File: src/rtl/clock_ctrl_pkg.sv
// Shared types and constants for the clock set-time controller.
package clock_ctrl_pkg;

  typedef enum logic [1:0] {
    RUN     = 2'd0,
    SET_MIN = 2'd1,
    SET_SEC = 2'd2,
    COMMIT  = 2'd3
  } mode_e;

  localparam int unsigned TIME_MAX = 59;

  typedef logic [5:0] time_t;

endpackage

File: src/rtl/tick_gen.sv
// Modulo-N counter with enable and synchronous clear; wrap_o pulses on the
// enabled terminal count.
module tick_gen #(
  parameter int unsigned N = 2
) (
  input  logic clk,
  input  logic reset,
  input  logic en_i,
  input  logic clr_i,
  output logic wrap_o
);

  localparam int unsigned W = (N > 1) ? $clog2(N) : 1;
  localparam logic [W-1:0] Last = W'(N - 1);

  logic [W-1:0] cnt_q, cnt_d;

  always_comb begin
    cnt_d = cnt_q;
    if (clr_i) begin
      cnt_d = '0;
    end else if (en_i) begin
      cnt_d = (cnt_q == Last) ? '0 : cnt_q + W'(1);
    end
  end

  always_ff @(posedge clk) begin
    if (reset) begin
      cnt_q <= '0;
    end else begin
      cnt_q <= cnt_d;
    end
  end

  assign wrap_o = en_i && (cnt_q == Last);

endmodule

File: src/rtl/clock_set_controller.sv
// 1 Hz advance enable plus button-driven set-time FSM that issues a one-cycle
// parallel load of the edited minutes/seconds to the counter.
module clock_set_controller
  import clock_ctrl_pkg::*;
#(
  parameter int unsigned TICK_DIV  = 50_000_000,
  parameter int unsigned BLINK_DIV = 12_500_000,
  parameter int unsigned TIME_W    = 6
) (
  input  logic              clk,
  input  logic              reset,
  input  logic              btn_mode,
  input  logic              btn_inc,
  input  logic [TIME_W-1:0] cur_sec,
  input  logic [TIME_W-1:0] cur_min,
  output logic              tick_en,
  output logic              load,
  output logic [TIME_W-1:0] load_sec,
  output logic [TIME_W-1:0] load_min,
  output logic [1:0]        mode,
  output logic              blink
);

  mode_e             state_q, state_d;
  logic              prev_mode_q, prev_inc_q;
  logic              arm_q;
  logic [TIME_W-1:0] edit_sec_q, edit_sec_d;
  logic [TIME_W-1:0] edit_min_q, edit_min_d;
  logic              blink_q, blink_d;
  logic              mode_evt, inc_evt;
  logic              set_q, set_d, entering;
  logic              run_en, run_clr, blink_clr, blink_wrap;

  function automatic logic [TIME_W-1:0] inc_wrap(input logic [TIME_W-1:0] v);
    return (v >= TIME_W'(TIME_MAX)) ? '0 : v + TIME_W'(1);
  endfunction

  // arm_q masks the first cycle after reset so a button held through reset
  // does not register as a fresh press.
  assign mode_evt = arm_q && btn_mode && !prev_mode_q;
  assign inc_evt  = arm_q && btn_inc && !prev_inc_q;

  always_comb begin
    state_d    = state_q;
    edit_sec_d = edit_sec_q;
    edit_min_d = edit_min_q;
    case (state_q)
      RUN: begin
        if (mode_evt) begin
          state_d    = SET_MIN;
          edit_min_d = cur_min;
          edit_sec_d = cur_sec;
        end
      end
      SET_MIN: begin
        if (mode_evt) begin
          state_d = SET_SEC;
        end else if (inc_evt) begin
          edit_min_d = inc_wrap(edit_min_q);
        end
      end
      SET_SEC: begin
        if (mode_evt) begin
          state_d = COMMIT;
        end else if (inc_evt) begin
          edit_sec_d = inc_wrap(edit_sec_q);
        end
      end
      default: state_d = RUN;
    endcase
  end

  // Prescaler is cleared whenever the next state leaves RUN so it reads 0
  // throughout the set states and restarts cleanly on return.
  assign run_en  = (state_q == RUN);
  assign run_clr = (state_d != RUN);

  tick_gen #(
    .N(TICK_DIV)
  ) u_prescaler (
    .clk   (clk),
    .reset (reset),
    .en_i  (run_en),
    .clr_i (run_clr),
    .wrap_o(tick_en)
  );

  assign set_q     = (state_q == SET_MIN) || (state_q == SET_SEC);
  assign set_d     = (state_d == SET_MIN) || (state_d == SET_SEC);
  assign entering  = set_d && (state_d != state_q);
  assign blink_clr = !set_d || entering;

  tick_gen #(
    .N(BLINK_DIV)
  ) u_blink_div (
    .clk   (clk),
    .reset (reset),
    .en_i  (set_q),
    .clr_i (blink_clr),
    .wrap_o(blink_wrap)
  );

  always_comb begin
    blink_d = 1'b0;
    if (entering) begin
      blink_d = 1'b1;
    end else if (set_d) begin
      blink_d = blink_wrap ? !blink_q : blink_q;
    end
  end

  always_ff @(posedge clk) begin
    if (reset) begin
      state_q     <= RUN;
      prev_mode_q <= 1'b0;
      prev_inc_q  <= 1'b0;
      arm_q       <= 1'b0;
      edit_sec_q  <= '0;
      edit_min_q  <= '0;
      blink_q     <= 1'b0;
    end else begin
      state_q     <= state_d;
      prev_mode_q <= btn_mode;
      prev_inc_q  <= btn_inc;
      arm_q       <= 1'b1;
      edit_sec_q  <= edit_sec_d;
      edit_min_q  <= edit_min_d;
      blink_q     <= blink_d;
    end
  end

  assign load     = (state_q == COMMIT);
  assign load_sec = edit_sec_q;
  assign load_min = edit_min_q;
  assign mode     = state_q;
  assign blink    = blink_q;

endmodule

File: config.mk
export PLATFORM = sky130hd
export DESIGN_NAME = clock_set_controller
export DESIGN_NICKNAME = d
export VERILOG_FILES = /design/src/rtl/clock_ctrl_pkg.sv /design/src/rtl/tick_gen.sv /design/src/rtl/clock_set_controller.sv
export SDC_FILE = /design/constraint.sdc
export NUM_CORES = 1
export LEC_CHECK = 0
export CAP_MARGIN = 25
export CORE_UTILIZATION = 45
export CTS_CLUSTER_SIZE = 8
export DETAILED_ROUTE_END_ITERATION = 10
export DONT_BUFFER_PORTS = 1
export GPL_TIMING_DRIVEN = 0
export SYNTH_ARGS = -nofsm -noshare
export SYNTH_HDL_FRONTEND = slang
export SYNTH_SLANG_ARGS = --single-unit
File: constraint.sdc
create_clock -name clk -period 4.9 [get_ports clk]
set_input_delay 0.735 -clock clk [delete_from_list [all_inputs] [get_ports clk]]
set_output_delay 0.735 -clock clk [all_outputs]
set_load 0.1 [all_outputs]
# Yosys cells after proc, flatten, opt, wreduce, memory -nomap -nowiden
# Cells that the tools add are included.
dict set report totals {
  register_bits 68
  latch_bits 0
  ram_bits 0
  mem_bits_ro 0
  inputBits 16
  word_cells 71
  memories 0
}
dict set report op_classes {
  add_sub_neg 4
  multipliers 0
  div 0
  magnitude_cmp 2
  eq_ne 14
  shift 0
  muxes 20
  bitwise 0
  reduce_logical 22
}
# cell n
set op_table {}
lappend op_table {{$mux 6} 8}
lappend op_table {{$add 26x1->26 const B} 1}
lappend op_table {{$eq 26x26->1 const B} 1}
lappend op_table {{$mux 26} 1}
lappend op_table {{$add 24x1->24 const B} 1}
lappend op_table {{$eq 24x24->1 const B} 1}
lappend op_table {{$mux 24} 1}
lappend op_table {{$pmux 6 s2} 2}
lappend op_table {{$add 6x1->6 const B} 2}
lappend op_table {{$ge 6x6->1 const B} 2}
lappend op_table {{$ne 2x2->1 const B} 5}
lappend op_table {{$reduce_and 4->1} 2}
lappend op_table {{$logic_and 1x1->1} 7}
lappend op_table {{$eq 2x2->1 const B} 3}
lappend op_table {{$mux 2} 3}
lappend op_table {{$pmux 2 s3} 1}
lappend op_table {{$reduce_bool 2->1} 3}
lappend op_table {{$eq 2x1->1 const B} 2}
lappend op_table {{$logic_not 1->1} 4}
lappend op_table {{$mux 1} 4}
lappend op_table {{$reduce_or 2->1} 2}
lappend op_table {{$logic_or 1x1->1} 3}
lappend op_table {{$ne 3x1->1 const B} 1}
lappend op_table {{$logic_not 2->1} 1}
lappend op_table {{$ne 2x2->1} 1}

# Logic depth before layout (Yosys ltp)
# Gate-level depths: netlist of run 1.
dict set report depth {
  depth_word 9
  ltp_mapped 11
}

# By module
# A second synthesis of run 1 with hierarchy kept.
dict set report unflattened {
  cells_unflattened 436
  area_unflattened_um2 3716.1
}
# mod instances cells_per_inst area_per_inst_um2 seq_area_each_um2
set by_module_without_submodules {}
lappend by_module_without_submodules {{tick_gen (u_prescaler)} 1 161 1338.8 520.5}
lappend by_module_without_submodules {clock_set_controller 1 140 1224.9 360.3}
lappend by_module_without_submodules {{tick_gen (u_blink_div)} 1 135 1152.4 480.5}

# Least setup slack after synthesis of run 1
# OpenSTA, ideal clock, no wires.
dict set report synth_path {
  path_type {reg-to-output}
  from {reg state_q[0] (netlist: mode[0])}
  to {out tick_en}
  t_arrival_ps 3831
  t_required_ps 4165
  setup_slack_ps 334
  stages_incl_launch_ff 7
  n_path_buf 0
  cell_sequence {dfxtp_1 inv_1 ha_1 nand4_1 nor2_1 nand2_1 nor3_1}
}
dict set report synth_between {
  elab_chain_cells 2
}
# item line_no
set synth_rtl {}
lappend synth_rtl {{start, declared} clock_set_controller.sv:24} ;# mode_e state_q, state_d;
lappend synth_rtl {{start signal, assigned} clock_set_controller.sv:122} ;# state_q <= state_d;
lappend synth_rtl {{$logic_not 2->1} clock_set_controller.sv:75} ;# assign run_en = (state_q == RUN);
lappend synth_rtl {{$logic_and 1x1->1} tick_gen.sv:35} ;# assign wrap_o = en_i && (cnt_q == Last);
lappend synth_rtl {{end, declared} clock_set_controller.sv:16} ;# output logic tick_en,
# No other way between the ends.

# Final worst setup path of run 1
dict set report layout_path {
  from {reg state_q[1] (netlist: mode[1])}
  to {out tick_en}
}
# Same word-level chain as after synthesis.

==> qor.yml, run 1 <==
floorplanning:
  rows: 31
  io_pins: 33
  dieArea_sq_mm: 0.00794
  die_x_um: 89.1
  initial_core_util_pct: 46.8
  core_area_sq_mm: 0.00729
  fp.dieH_um: 89.1
routing:
  drt_wl_total_mm: 6.93
  drc: 0
  vias: 2823
  ant_nets: 0
  first_iter_violations: 106
  via_per_inst: 5.26
  wire_per_inst_um: 12.9
  dr.pass1.iters: 4
yosys:
  synthCells: 414
  ys_seq_elements: 68
  synth.net_count: 440
  yosys_warnings: 0
  async_reset_ff_share_pct: 0
  synth_enable_flop_cells: 0
  yosysSeqAreaShare_pct: 39.9
  syn_area_sq_mm: 0.00342
  synth_cell_type_count: 46
  syn_area_per_cell_sq_um: 8.25
  synth_flop_cell: "dfxtp_1"
cts:
  cts-resized-gates: 0
  htree_levels: 3
  clk_latency_ns: 0.35
  clk_path_buf_depth: 2
  cts_setup_buffers: 0
  cts_sinks: 68
  tritoncts: "done"
  cts_hold_buf: 0
  clock-root-buffer: "clkbuf_8"
  clkTransAtPathRegs_ns: 0.07
  cts_buffers: 9
place:
  pre_cts_slack_ns: 1.94
  port_buffers: 0
  place_congestion: 0.845
  dp_hpwl_mm: 4.88
hold_path:
  min_from: "u_blink_div.cnt_q[1]$_SDFFE_PP0P_"
  min_to: "u_blink_div.cnt_q[1]$_SDFFE_PP0P_"
  hold_depth: 2
  hp-class: "flop to flop"
sta:
  setup-violations-final: 0
  finalCriticalPeriod_ns: 3.28
  maxSlewHeadroom_pct: 27.1
  slew_viol_final: 0
  setup_ws_ns: 1.62
  max_freq_mhz: 305
  worstMarginPinSlew_ns: 1.09
  rsz0062_at_grt: "no"
  fin_tns_setup_ns: 0
  hold_slack_ns: 0.492
  hold_violations: 0
  period_share_pct: 66.9
  finClkSkew_ns: 0.0120
global_routing:
  grt_pass1_wl_mm: 11.8
  grt_max_degree: 12
  antenna_found_initial: 0
  grt_usage_pct: 19.5
  grt_pass1_vias: 2574
  grt-ovfl-total: 0
worst_setup_path:
  cpMaxStageDelayCell: "dfxtp_1"
  crit_family: "simple AND/OR/NAND/NOR gates"
  arrival_ns: 2.55
  r2r_setup_slack_ns: 1.92
  startpoint: "mode[1]$_SDFF_PP0_"
  crit_chain: "buf_6, inv_1, ha_1, nand4_1, nor2_1, nand2_1, nor3_2, buf_16"
  worstPathMaxFanout: 8
  critPathCaptureType: "primary output"
  reg2regPathDepth: 9
  r2r_end: "u_prescaler.cnt_q[22]$_SDFFE_PP0P_"
  crit_required_ns: 4.16
  critPathKind: "flop to primary output"
  critical_path_buf_inv_count: 3
  max_stage_delay_ns: 0.36
  start_kind: "flop"
  reg2reg_from: "mode[1]$_SDFF_PP0_"
outcome:
  status: "completed"
power:
  powerDensity_mw_per_mm2: 364
  switching_share_pct: 30.2
  p_leak_uw: 0.00137
  pwr-share-comb_pct: 14.9
  internal_power_uw: 1000
  clkPwrFrac_pct: 39.1
  peakVddDrop_mv: 0.150
  pwr-share-seq_pct: 46.0
  fin_total_pwr_uw: 1430
  p_sw_uw: 432
cells_and_area:
  layout.nets: 460
  final_layout_size_suffix_gt1_share_pct: 7.31
  antenna_cells: 0
  final_util_pct: 53.9
  syn_to_final_growth_pct: 15.1
job:
  max_cap_viol_count: 0
## worst reg2reg max path: cells and delay by family, from the launching register on
| kind | cells | cell delay [ns] |
|---|---|---|
| buffers and inverters | 3 | 0.62 |
| AND/OR/NAND/NOR | 4 | 0.81 |
| AO/OA/AOI/OAI | 1 | 0.79 |
| adder cells (fa/ha/maj) | 1 | 0.28 |
| flip-flops | 1 | 0.36 |
## through the flow
stage               cells  area (sq um)
floorplan             414          3420
global placement      513          3540
detailed placement    519          3650
CTS                   534          3890
global route          537          3930
finish                537          3930
## layout by cell type (no fill, tap or decap), types with 7 or more instances in the layout
| cell | Yosys | layout |
|---|---|---|
| a21oi_1 | 15 | 15 |
| and3_1 | 7 | 7 |
| clkbuf_1 | 8 | 10 |
| clkbuf_8 | 0 | 10 |
| dfxtp_1 | 68 | 68 |
| ha_1 | 10 | 10 |
| inv_1 | 15 | 15 |
| nand2_1 | 25 | 25 |
| nand3_1 | 28 | 28 |
| nand4_1 | 17 | 17 |
| nor2_1 | 77 | 77 |
| nor2b_1 | 10 | 10 |
| o21ai_0 | 18 | 18 |
| xnor2_1 | 11 | 11 |
| xor2_1 | 39 | 39 |
## flip-flops by register name, summed over array words and instances, names as in the netlist
signal	flops
arm_q	1
blink	1
load_min	6
load_sec	6
mode	2
prev_inc_q	1
prev_mode_q	1
u_blink_div.cnt_q	24
u_prescaler.cnt_q	26
## Yosys cell counts (4+ instances only)
master    count  share of area, %
nand3_1      28               4.1
nor2_1       77               8.5
nand2_1      25               2.7
nand2b_1      4              0.73
ha_1         10               3.7
xnor2_1      11               2.8
dfxtp_1      68                40
inv_1        15               1.6
a21oi_1      15               2.2
nand4_1      17               3.1
nor4b_1       4               1.0
o21ai_0      18               2.6
nor3b_1       5               1.1
nor2b_1      10               1.8
nor4_1        5              0.92
xor2_1       39                10
o22ai_1       4              0.73
and3_1        7               1.3
clkbuf_1      8              0.88
## area by class of cell
class / instances / area (sq um)
plain buffers: 11 / 51.3
clock buffers: 11 / 141
clock inverters: 4 / 97.6
fillers: 703 / 3360
inverters: 15 / 56.3
multi-input cells: 320 / 1950
flip-flops and latches: 68 / 1360
well taps: 99 / 124
repair buffers: 9 / 146
## how the worst max path moves through the flow
stage / end / slack, ns / depth (start not counted)
finish: tick_en / 1.62 / 8
global placement: tick_en / -0.08 / 6
CTS: tick_en / 1.60 / 8
global route: tick_en / 1.42 / 8
detailed placement: u_prescaler.cnt_q[22]$_SDFFE_PP0P_ / 1.94 / 9
floorplan: tick_en / 0.33 / 6
## routing by layer
layer | up-vias | GRT usage, % | share of wire, %
met5 | - | 0 | 0
met4 | 0 | 9.09 | 1.6
met3 | 12 | 5.63 | 4.0
met2 | 52 | 31.0 | 45
met1 | 1283 | 24.3 | 49
li1 | 1476 | - | -
## power groups by stage
stage / clock, uW / combinational (uW) / sequential [uW]
final: 560 / 214 / 659
after global routing: 599 / 237 / 661
after CTS: 574 / 208 / 662
after detailed placement: 0 / 207 / 674
after global placement: 0 / 170 / 691
after floorplan: 0 / 136 / 684
## kinds of logic after synthesis
family,share of synthesized area (%)
buf+inv,3.15
compound gates,9.63
fa+ha+maj,3.66
flops,39.9
xor+xnor,12.8
mux,0.623
simple gates,30.3
Power figures use the tool's default switching activity.
==> run 2, diff against run 1 <==
Clock period 4.9 ns to 2.7 ns, I/O delays scaled along.
==> run 2 against run 1 <==
Effect of this change: the flow now finishes with violations (setup timing); non-clock buffer count grew 4; sequential share of layout area shrank 0.20 points; first-iteration DRC count grew 23%; clock skew shrank 0.0039 ns; register-to-register slack lost 1.9 ns; sequential power grew 87%; routed wire length grew 5.7%; critical endpoint unchanged; combinational power grew 76%.
==> qor.yml, run 2 (synthesis results as in run 1) <==
global_routing:
  grt_use_met2_pct: 29.6
  grt_util_met3_pct: 4.43
  grt-ovfl-total: 0
  grt_pass1_vias: 2559
  antenna_found_initial: 0
  grt_pass1_wl_mm: 12.0
  grt_max_degree: 12
  grt_usage_pct: 19.7
  busiest_layer: "met2"
  use_met1_pct: 26.6
floorplanning:
  fp.dieH_um: 89.1
  io_pins: 33
  dieArea_sq_mm: 0.00794
  initial_core_util_pct: 46.8
  rows: 31
  core_area_sq_mm: 0.00729
  die_x_um: 89.1
cells_and_area:
  regMostFlops: "u_prescaler.cnt_q"
  final_layout_size_suffix_gt1_share_pct: 11.3
  layout.nets: 464
  final_common_cell: "nor2_1"
  syn_to_final_growth_pct: 16.4
  largestRegisters: "u_prescaler.cnt_q x26, u_blink_div.cnt_q x24"
  largest_reg_flops: 26
  antenna_cells: 0
  layout_common_cells: "nor2_1, dfxtp_1, xor2_1, nand3_1, nand2_1"
  final_util_pct: 54.5
  fin_cells: 541
sta:
  finalCriticalPeriod_ns: 2.79
  setup_ws_ns: -0.0942
  max_freq_mhz: 358
  setup-violations-final: 1
  maxSlewHeadroom_pct: 27.2
  period_share_pct: 103
  hold_violations: 0
  slew_viol_final: 0
  finClkSkew_ns: 0.00807
  worstMarginPinSlew_ns: 1.09
  rsz0062_at_grt: "yes"
power:
  powerDensity_mw_per_mm2: 642
  p_leak_uw: 0.00140
  peakVddDrop_mv: 0.344
worst_setup_path:
  r2r_setup_slack_ns: 0.01
  start_kind: "flop"
  critPathCaptureType: "primary output"
  crit_required_ns: 2.30
  arrival_ns: 2.39
  r2r_end: "u_prescaler.cnt_q[23]$_SDFFE_PP0P_"
  reg2reg_from: "mode[0]$_SDFF_PP0_"
  reg2regPathDepth: 10
  cp-endpoint: "tick_en"
  startpoint: "mode[0]$_SDFF_PP0_"
  critPathKind: "flop to primary output"
  worstPathMaxFanout: 8
cts:
  cts_buffers: 9
  clock-root-buffer: "clkbuf_8"
  tritoncts: "done"
  clkTransAtPathRegs_ns: 0.07
  cts_sinks: 68
  cts_hold_buf: 0
  clk_latency_ns: 0.35
  htree_levels: 3
  clk_path_buf_depth: 2
routing:
  first_iter_violations: 130
  vias: 2880
  via_per_inst: 5.32
  drt_wl_total_mm: 7.32
  wire_per_inst_um: 13.5
  ant_nets: 0
  drc: 0
  dr.pass1.iters: 4
place:
  place_congestion: 0.857
  dp_hpwl_mm: 4.89
  dp_cells: 513
  port_buffers: 0
outcome:
  status: "finished, violations left"
  failed_checks: "setup timing"
hold_path:
  hp-class: "input port to flop"
job:
  max_cap_viol_count: 0
run 2: cell types whose count changed in the layout (fill, tap and decap cells not counted), sizes merged:
cell           before  now
buf                10   14
bufinv              3    2
clkbuf             21   20
clkdlybuf4s15       0    1
clkinv              0    1
run 2: what timing repair did:
action | 4_1_cts | 5_1_grt
hold endpoints to repair | 0 | 0
pin swaps | 4 | 4
cloned | 0 | 1
buffers inserted | 3 | 5
setup endpoints to repair | 47 | 41
resized for setup | 14 | 9
run 2: routing by layer:
layer,routed length [um],vias up,share of wire [%]
met4,150,0,2.0
met5,0,-,0
met1,3730,1332,51
li1,-,1496,-
met2,3190,40,44
met3,255,12,3.5
run 2: final cells by class:
class,count,area [sq um]
Tap cell,99,124
Buffer,11,60.1
Clock buffer,11,151
Multi-Input combinational cell,320,2000
Fill cell,728,3320
Clock inverter,4,72.6
Sequential cell,68,1370
Timing Repair Buffer,13,133
Inverter,15,61.3
run 2: power by group:
group | switching (uW) | internal, uW
Clock | 385 | 564
Sequential | 190 | 1040
Combinational | 223 | 154
run 2: worst min-delay path by stage:
stage / start / to / slack, ns / depth (start not counted)
2_1_floorplan: u_blink_div.cnt_q[1]$_SDFFE_PP0P_ / u_blink_div.cnt_q[1]$_SDFFE_PP0P_ / 0.47 / 2
3_3_place_gp: u_blink_div.cnt_q[1]$_SDFFE_PP0P_ / u_blink_div.cnt_q[1]$_SDFFE_PP0P_ / 0.48 / 2
3_5_place_dp: u_blink_div.cnt_q[1]$_SDFFE_PP0P_ / u_blink_div.cnt_q[1]$_SDFFE_PP0P_ / 0.49 / 2
4_1_cts: btn_inc / prev_inc_q$_SDFF_PP0_ / 0.17 / 1
5_1_grt: btn_inc / prev_inc_q$_SDFF_PP0_ / 0.19 / 1
6_report: btn_inc / prev_inc_q$_SDFF_PP0_ / 0.18 / 1
run 2: worst max-delay path, stage by stage (launching register included):
cell,delay [ns]
dfxtp_4,0.48
inv_4,0.13
ha_4,0.16
nand4_1,0.16
nor2_4,0.17
nand2_2,0.09
nor3_4,0.84
run 2: per-stage QoR:
| stage | instance area, sq um | hold WS [ns] | setup WS [ns] | total power [uW] | TNS (ns) |
|---|---|---|---|---|---|
| 6_report | 3980 | 0.177 | -0.0942 | 2550 | -0.0942 |
| 5_1_grt | 3980 | 0.188 | -0.207 | 2670 | -3.71 |
| 4_1_cts | 3840 | 0.171 | -0.100 | 2530 | -0.100 |
| 3_5_place_dp | 3560 | 0.492 | -0.524 | 1570 | -15.43 |
| 3_3_place_gp | 3560 | 0.475 | -0.509 | 1560 | -14.71 |
| 2_1_floorplan | 3430 | 0.467 | -0.0368 | 1490 | -0.0368 |
==> run 3, diff against run 2 <==
Settings changed: CAP_MARGIN 25 to 5, SKIP_LAST_GASP set to 1.
==> run 3 against run 2 <==
Effect of this change: the run still ends with setup timing left; setup slack lost 0.0018 ns; clock skew shrank 0.00050 ns; total power shrank 0.49%; count of clock-buffer cells in the layout is the same; final cell count shrank 0.74%; routed wire length is essentially flat; sequential share of layout area grew 0.52 points; non-clock buffer count shrank 4; register-to-register slack gained 0.02 ns; sequential cell count is the same; maximum frequency is essentially flat; utilization shrank 0.81 points; largest power group unchanged.
==> qor.yml, run 3 (synthesis results as in run 1) <==
outcome:
  status: "finished, violations left"
  failed_checks: "setup timing"
worst_setup_path:
  arrival_ns: 2.39
  critPathCaptureType: "primary output"
  crit_required_ns: 2.30
  start_kind: "flop"
  cpMaxStageDelayCell: "nor3_4"
  crit_chain: "inv_4, ha_4, nand4_1, nor2_4, nand2_2, nor3_4"
  max_stage_delay_ns: 0.84
  critPathKind: "flop to primary output"
  worstPathMaxFanout: 7
floorplanning:
  fp.dieH_um: 89.1
  rows: 31
  io_pins: 33
  die_x_um: 89.1
  core_area_sq_mm: 0.00729
  dieArea_sq_mm: 0.00794
  initial_core_util_pct: 46.8
place:
  dp_cells: 513
  port_buffers: 0
  dp_hpwl_mm: 4.89
  place_congestion: 0.857
routing:
  via_per_inst: 5.38
  wire_per_inst_um: 13.6
  vias: 2890
  drt_wl_total_mm: 7.32
  dr.pass1.iters: 4
  drc: 0
  first_iter_violations: 103
  ant_nets: 0
sta:
  slew_viol_final: 0
  finClkSkew_ns: 0.00757
  hold_slack_ns: 0.176
  worstMarginPinSlew_ns: 1.12
  hold_violations: 0
  period_share_pct: 104
  max_freq_mhz: 358
  maxSlewHeadroom_pct: 25.5
  setup-violations-final: 1
  setup_ws_ns: -0.0959
  rsz0062_at_grt: "yes"
  finalCriticalPeriod_ns: 2.80
cts:
  clock-root-buffer: "clkbuf_8"
  htree_levels: 3
  clk_path_buf_depth: 2
  cts_hold_buf: 0
  cts_buffers: 9
  cts_sinks: 68
  tritoncts: "done"
  clkTransAtPathRegs_ns: 0.07
  clk_latency_ns: 0.35
power:
  internal_power_uw: 1740
  peakVddDrop_mv: 0.346
  switching_share_pct: 31.3
  p_leak_uw: 0.00137
  clkPwrFrac_pct: 37.3
  powerDensity_mw_per_mm2: 648
  p_sw_uw: 795
  pwr-share-comb_pct: 13.9
  pwr-share-seq_pct: 48.8
cells_and_area:
  syn_to_final_growth_pct: 14.7
  fin_cells: 537
  final_util_pct: 53.7
  largestRegisters: "u_prescaler.cnt_q x26, u_blink_div.cnt_q x24"
  fill_cells: 741
  antenna_cells: 0
  regMostFlops: "u_prescaler.cnt_q"
  seq_area_sq_mm: 0.00137
  layout.nets: 460
  final_common_cell: "nor2_1"
  largest_reg_flops: 26
  layout_common_cells: "nor2_1, dfxtp_1, xor2_1, nand3_1, nand2_1"
  multi_input_area_sq_mm: 0.00201
  final_layout_size_suffix_gt1_share_pct: 10.7
global_routing:
  grt_max_degree: 12
  grt_pass1_wl_mm: 12.0
  grt_pass1_vias: 2559
  grt_usage_pct: 19.7
  grt-ovfl-total: 0
  antenna_found_initial: 0
hold_path:
  hp-class: "input port to flop"
job:
  max_cap_viol_count: 0
-- run 3: cell count changes in the layout (fill, tap and decap cells not counted) --
cell	change
buf_16	-2
nor4_1	-1
clkbuf_2	-2
nor4_2	+1
-- run 3: power groups by stage --
stage	Combinational [uW]	Sequential (uW)	Clock [uW]
after floorplan	247	1240	0
after global placement	307	1260	0
after detailed placement	313	1260	0
after CTS	327	1230	968
after global routing	397	1240	1010
final	353	1240	948
-- run 3: critical path: cells and delay by family (launching register included) --
| kind | cells | cell delay [ns] |
|---|---|---|
| buffers and inverters | 1 | 0.13 |
| and+or+nand+nor | 4 | 1.26 |
| adders and majority gates | 1 | 0.16 |
| DFF | 1 | 0.48 |
-- run 3: path summary, 6_finish.rpt --
path / startpoint / to / slack [ns] / depth (start not counted)
worst max-delay path: mode[1]$_SDFF_PP0_ / tick_en / -0.1 / 6
worst min-delay path: btn_inc / prev_inc_q$_SDFF_PP0_ / 0.18 / 1
worst max register to register: mode[0]$_SDFF_PP0_ / u_prescaler.cnt_q[23]$_SDFFE_PP0P_ / 0.03 / 10
worst min register to register: u_blink_div.cnt_q[1]$_SDFFE_PP0P_ / u_blink_div.cnt_q[1]$_SDFFE_PP0P_ / 0.51 / 2
-- run 3: area by class of cell --
cell class / instances / area share [%]
inverter: 15 / 1.57
clock inverter: 4 / 1.85
clock buffer: 11 / 3.87
buffer: 11 / 1.53
timing repair buffer: 9 / 1.73
sequential: 68 / 35.0
multi-input combinational: 320 / 51.3
tap: 99 / 3.16
-- run 3: repair_timing --
item | CTS | global route
endpoints found under the setup margin | 47 | 41
resized for setup | 12 | 12
pin swaps | 3 | 4
buffers inserted | 3 | 5
gates cloned | 0 | 1
-- run 3: per-stage QoR --
step / setup TNS (ns) / area, sq um / power [uW] / worst slack [ns]
2_1_floorplan: -0.0368 / 3430 / 1490 / -0.0368
5_1_grt: -3.70 / 3920 / 2650 / -0.209
6_report: -0.0959 / 3920 / 2540 / -0.0959
3_3_place_gp: -14.71 / 3560 / 1560 / -0.509
3_5_place_dp: -15.43 / 3560 / 1570 / -0.524
4_1_cts: -0.141 / 3830 / 2530 / -0.141
-- run 3: layer usage --
layer	global-route usage [%]	wire length (um)	vias up
met3	4.43	335	14
met4	10.2	163	0
met2	29.6	3130	55
li1	-	-	1481
met1	26.6	3690	1340
met5	0	0	-
